<file path="config.mk">
export PLATFORM = sky130hd
export DESIGN_NAME = instruction_fetch_unit
export DESIGN_NICKNAME = d
export VERILOG_FILES = /design/src/rtl/instruction_fetch_unit.sv
export SDC_FILE = /design/constraint.sdc
export NUM_CORES = 1
export LEC_CHECK = 0
export CAP_MARGIN = 15
export CORE_UTILIZATION = 50
export CTS_CLUSTER_DIAMETER = 50
export CTS_CLUSTER_SIZE = 14
export DETAILED_ROUTE_END_ITERATION = 10
export PLACE_DENSITY = 0.85
export SETUP_SLACK_MARGIN = 0.05
export SYNTH_ARGS = -nofsm -noshare
export SYNTH_HDL_FRONTEND = slang
export SYNTH_SLANG_ARGS = --single-unit
export TNS_END_PERCENT = 50
</file>
<file path="constraint.sdc">
create_clock -name Clk -period 12.15 [get_ports Clk]
set_clock_uncertainty 0.1 [all_clocks]
set_input_delay 2.43 -clock Clk [delete_from_list [all_inputs] [get_ports Clk]]
set_output_delay 2.43 -clock Clk [all_outputs]
set_load 0.02 [all_outputs]
</file>
<file path="src/rtl/instruction_fetch_unit.sv">
// MIPS instruction fetch stage: PC register, IF/ID capture, stall/redirect, sticky fault.
// Build option: define BRANCH_DELAY_SLOT_EN to keep the delay-slot word on a taken redirect.
module instruction_fetch_unit #(
    parameter logic [31:0] RESET_PC   = 32'h0000_0000,
    parameter int          IMEM_DEPTH = 1024
) (
    input  logic        Clk,
    input  logic        Rst,
    input  logic        Stall,
    input  logic        Redirect,
    input  logic [31:0] RedirectTarget,
    output logic [31:0] Address,
    input  logic [31:0] Instruction,
    output logic [31:0] IFID_Instruction,
    output logic [31:0] IFID_PCPlus4,
    output logic        IFID_Valid,
    output logic        Fault,
    output logic [31:0] FetchCount
);

    typedef enum logic {
        RUN,
        FAULT
    } state_e;

    // Checks run in 33 bits so PC+4 near 2^32 cannot wrap into the legal range.
    localparam logic [32:0] LAST_ADDR = 33'(4 * IMEM_DEPTH - 4);

    state_e      state_q;
    logic [31:0] pc_q;
    logic [31:0] instr_q;
    logic [31:0] pcp4_q;
    logic        valid_q;
    logic        fault_q;
    logic [31:0] count_q;

    logic [32:0] pc_plus4_d;
    logic        seq_bad_d;
    logic        tgt_bad_d;

    always_comb begin
        pc_plus4_d = {1'b0, pc_q} + 33'd4;
        seq_bad_d  = pc_plus4_d > LAST_ADDR;
        tgt_bad_d  = (RedirectTarget[1:0] != 2'b00) ||
                     ({1'b0, RedirectTarget} > LAST_ADDR);
    end

    always_ff @(posedge Clk or posedge Rst) begin
        if (Rst) begin
            state_q <= RUN;
            pc_q    <= RESET_PC;
            instr_q <= 32'h0;
            pcp4_q  <= 32'h0;
            valid_q <= 1'b0;
            fault_q <= 1'b0;
            count_q <= 32'h0;
        end else begin
            case (state_q)
                RUN: begin
                    if (Stall) begin
                        state_q <= RUN;
                    end else if (Redirect) begin
                        if (tgt_bad_d) begin
                            state_q <= FAULT;
                            fault_q <= 1'b1;
                            valid_q <= 1'b0;
                        end else begin
                            pc_q <= RedirectTarget;
`ifdef BRANCH_DELAY_SLOT_EN
                            instr_q <= Instruction;
                            pcp4_q  <= pc_plus4_d[31:0];
                            valid_q <= 1'b1;
                            count_q <= count_q + 32'd1;
`else
                            instr_q <= 32'h0;
                            valid_q <= 1'b0;
`endif
                        end
                    end else begin
                        instr_q <= Instruction;
                        pcp4_q  <= pc_plus4_d[31:0];
                        valid_q <= 1'b1;
                        count_q <= count_q + 32'd1;
                        // Last word is still delivered; PC parks on it.
                        if (seq_bad_d) begin
                            state_q <= FAULT;
                            fault_q <= 1'b1;
                        end else begin
                            pc_q <= pc_plus4_d[31:0];
                        end
                    end
                end
                FAULT: begin
                    state_q <= FAULT;
                    fault_q <= 1'b1;
                    valid_q <= 1'b0;
                end
                default: begin
                    state_q <= FAULT;
                    fault_q <= 1'b1;
                    valid_q <= 1'b0;
                end
            endcase
        end
    end

    assign Address          = pc_q;
    assign IFID_Instruction = instr_q;
    assign IFID_PCPlus4     = pcp4_q;
    assign IFID_Valid       = valid_q;
    assign Fault            = fault_q;
    assign FetchCount       = count_q;

endmodule

</file>
After elaboration in Yosys (flattened, before gate mapping). Index checks and enable logic that the tools add are counted.

Register bits: 131. Bits of input ports: 68. Output and inout port bits: 130. Word-level logic and storage cells: 43.

Add/sub/neg operators: 2. Order comparisons: 2. Equal/unequal tests: 5. Multiplexer cells: 18. Bitwise logic cells: 3. Reductions and logical operators: 6.

Operators with widths (count): $mux W32 (5); $add A32 B3 Y33 const B (1); $gt A33 B12 Y1 const B (1); $add A32 B1 Y32 const B (1); $gt A32 B12 Y1 const B (1); $mux W1 (10); $reduce_and A3 Y1 (3); $ne A2 B2 Y1 const B (3); $ne A3 B3 Y1 const B (2); $pmux W1 S2 (3); $reduce_and A4 Y1 (1); $not A1 Y1 (3); $reduce_bool A2 Y1 (1); $logic_or A1 B1 Y1 (1).

Longest topological paths before layout.
Depth in word-level cells: 6. Gate-level depth with buffers: 11. Mapped depth without buffers: 9.

Worst setup path before layout. OpenSTA, ideal clock, no wires.

Path type: input to register. Start: in Redirect. End: reg count_q[29], in the netlist FetchCount[29]. Library setup time: 0.129 ns. Data arrival time: 4.768 ns. Data required time: 11.921 ns. Slack: 7.153 ns. Stages: 9. Buffers on the path: 1. Path through: clkbuf_1 nor3_1 and3_1 nand3_1 or3_1 or3_1 nor2_1 nand4_1 xnor2_1.

Cells in the longest elaborated chain, start to end: 2.

RTL lines: start, declared (line 10) `input logic Redirect,`; $not A1 Y1 (no source line); $reduce_and A3 Y1 (no source line); end signal, assigned (line 83) `count_q <= count_q + 32'd1;`; end, declared (line 35) `logic [31:0] count_q;`.

Every way passes these cells. A chain may end at the register's enable or synchronous reset.

Worst setup path after layout. Ends and elaborated chain as after synthesis.

==> impl_metrics.py <==
metrics = {
    "placement": {
        "placedCellCount": 882,
        "hpwl_um": 11700,
        "routabilityCongestion": 0.922,
        "io_buffer_count": 197,
        "placed_area_sq_um": 8120,
    },
    "setup_path": {
        "worst_r2r_path_depth": 8,
        "slowest_delay_ps": 890,
        "critPathLaunchType": "input pin",
        "r2r-end": "Address[3]",
        "crit_top_cell": "or3_1",
        "crit_required_ps": 12340,
        "crit_chain": "clkdlybuf4s50_1, nor3_2, buf_4, and3_1, nand3_1, or3_1, or3_1, nor2_1, nand4_1, xnor2_1",
        "critPathCaptureType": "flop",
        "cp_max_fo": 72,
        "cp_data_arrival_time_ps": 6350,
        "crit_type": "in2reg",
        "slowest_stage": "clkdlybuf4s50_1",
        "r2r_slack_ps": 8510,
        "r2r_start": "Address[9]",
    },
    "grt": {
        "grt-ovfl-total": 0,
        "grt_max_degree": 77,
        "antenna_found_initial": 0,
        "track_usage": 0.272,
        "grt_pass1_vias": 5173,
        "grt_pass1_wl_um": 26800,
    },
    "yosys": {
        "synth-main-ff-cell": "dfrtp_1",
        "synth_area_sq_um": 6090,
        "synth_largest_area_cell": "dfrtp_1",
        "synth_edf_count": 0,
        "synth.distinct_cells": 56,
        "syn_avg_cell_area_sq_um": 10.6,
        "yosysMostFrequentCell": "dfrtp_1",
        "ys_top_cells_by_count": "dfrtp_1 (131), nor2_1 (57), xnor2_1 (41)",
        "synth_top_area_frac": 0.538,
        "yosysWarnings": 0,
        "synthCells": 574,
        "synth_area_leaders": "dfrtp_1 (54%), xnor2_1 (5.9%), a22o_1 (4.7%)",
        "ys_seq_area_frac": 0.538,
        "async_reset_ff_frac": 1.00,
        "syn-num-nets": 645,
        "synth-seq-cells": 131,
    },
    "die": {
        "dieArea_sq_um": 12600,
        "core-area_sq_um": 11700,
        "fp.dieH_um": 112,
        "fp.dieW_um": 112,
        "rows": 39,
        "start_util": 0.522,
        "ios": 198,
    },
    "routing": {
        "first_pass_iters": 5,
        "drc_errors": 0,
        "num_vias": 5239,
        "wirelength_um": 16600,
        "drt_iter0_drc": 391,
        "wl_per_cell_um": 18.2,
        "ant_nets": 0,
        "via_per_inst": 5.73,
    },
    "min_path": {
        "hold_start": "FetchCount[31]",
        "whs_path_depth": 1,
        "holdPathEnd": "FetchCount[31]",
        "hp-class": "reg2reg",
    },
    "clocking": {
        "worstSkewPairLatency_ps": 410,
        "cts_tree": "done",
        "cts.sinks": 131,
        "root_buffer": "clkbuf_16",
        "clk_pin_slew_ps": 60,
        "postCtsSetupBuffers": 0,
        "postCtsHoldBufs": 0,
        "clk_path_buf_depth": 2,
        "htreeDepth": 4,
        "cts_resized": 0,
        "cts_buffers": 17,
    },
    "power": {
        "comb_power_share": 0.119,
        "peakVddDrop_mv": 0.0874,
        "switching_share": 0.232,
        "powerDensity_nw_per_um2": 126,
        "p_clk_frac": 0.453,
        "netSwitchingPower_mw": 0.254,
        "seq_power_share": 0.429,
        "p_int_mw": 0.842,
        "p_leak_nw": 3.66,
        "power_mw": 1.10,
    },
    "layout": {
        "drive_above_1_share": 0.0649,
        "postLayoutCoreUtil": 0.746,
        "layout.cells.non_filler": 914,
        "antenna_cells": 0,
        "fin_nets": 829,
        "fillers": 817,
        "multi_input_area_sq_um": 2640,
        "design_area_sq_um": 8700,
        "syn_to_final_growth_pct": 42.8,
        "seqCellArea_sq_um": 3280,
    },
    "timing": {
        "rsz0062_at_grt": "false",
        "finalHoldViolCount": 0,
        "finalCritPeriodShare": 0.507,
        "finalSetupTns_ps": 0,
        "slew_headroom": 0.289,
        "setup_viol": 0,
        "tightest_slew_ps": 1060,
        "slew_viol_final": 0,
        "timing.fmax_ghz": 0.162,
        "period_minus_slack_ps": 6160,
    },
    "run": {
        "drv_cap": 0,
    },
    "run_status": {
        "status": "finished clean",
    },
}
[cell usage in the layout, fill, tap and decap left out, drive strengths merged, types with 22 or more instances in the layout]
cell type / instances
a21oi: 36
a22o: 33
and2: 24
clkbuf: 23
clkdlybuf4s50: 197
dfrtp: 131
nand2: 30
nand3: 28
nor2: 57
xnor2: 41
xor2: 22
[flip-flops by register name, indices dropped and copies added, names as in the netlist]
name	flops
IFID_Valid	1
Fault	1
state_q	1
FetchCount	32
Address	32
IFID_Instruction	32
IFID_PCPlus4	32
[kinds of logic after synthesis]
logic type               after synthesis  share of synthesized area
flip-flops                           131                      0.538
XOR/XNOR                              63                     0.0906
AND/OR/NAND/NOR                      217                      0.188
buffers and inverters                 41                     0.0294
AO/OA/AOI/OAI                        109                      0.130
multiplexers                          10                     0.0179
adder cells (fa/ha/maj)                3                    0.00616
[worst max-delay path, delay by kind of cell]
family	cells	cell delay [ps]
XOR/XNOR	1	170
AND/OR/NAND/NOR	7	2200
buffers and inverters	2	1480
[final cells by class]
class | count | area share
repair buffers | 200 | 0.229
clock inverters | 9 | 0.0119
well taps | 143 | 0.0206
clock buffers | 23 | 0.0550
multi-input cells | 402 | 0.303
inverters | 6 | 0.00288
flip-flops and latches | 131 | 0.377
[power by group through the flow]
stage | logic [mW] | clock network (mW) | registers [mW]
after floorplan | 0.0287 | 0 | 0.502
after global placement | 0.129 | 0 | 0.476
after detailed placement | 0.130 | 0 | 0.477
after CTS | 0.131 | 0.503 | 0.470
after global routing | 0.139 | 0.522 | 0.472
final | 0.130 | 0.496 | 0.470
[metrics by stage]
stage	worst slack (ps)	hold slack, ps
after floorplan	6120	374
final	5990	380
after CTS	6080	385
after global routing	5760	397
after global placement	5880	380
after detailed placement	5680	370
[worst max path at each step]
| stage | start | endpoint | slack, ps | cells after the start |
|---|---|---|---|---|
| after detailed placement | Redirect | FetchCount[29] | 5680 | 10 |
| after global placement | Redirect | FetchCount[29] | 5880 | 10 |
| final | Redirect | FetchCount[29] | 5990 | 10 |
| after global routing | Redirect | FetchCount[29] | 5760 | 10 |
| after CTS | Redirect | FetchCount[29] | 6080 | 10 |
| after floorplan | Rst | Address[0] | 6120 | 1 |
[metal layers]
layer,up-vias,GRT usage,share of wire
met3,33,0.0864,0.087
met4,0,0.101,0.022
li1,2431,-,-
met5,-,0,0
met2,264,0.447,0.49
met1,2511,0.340,0.40
Power figures use the tool's default switching activity.
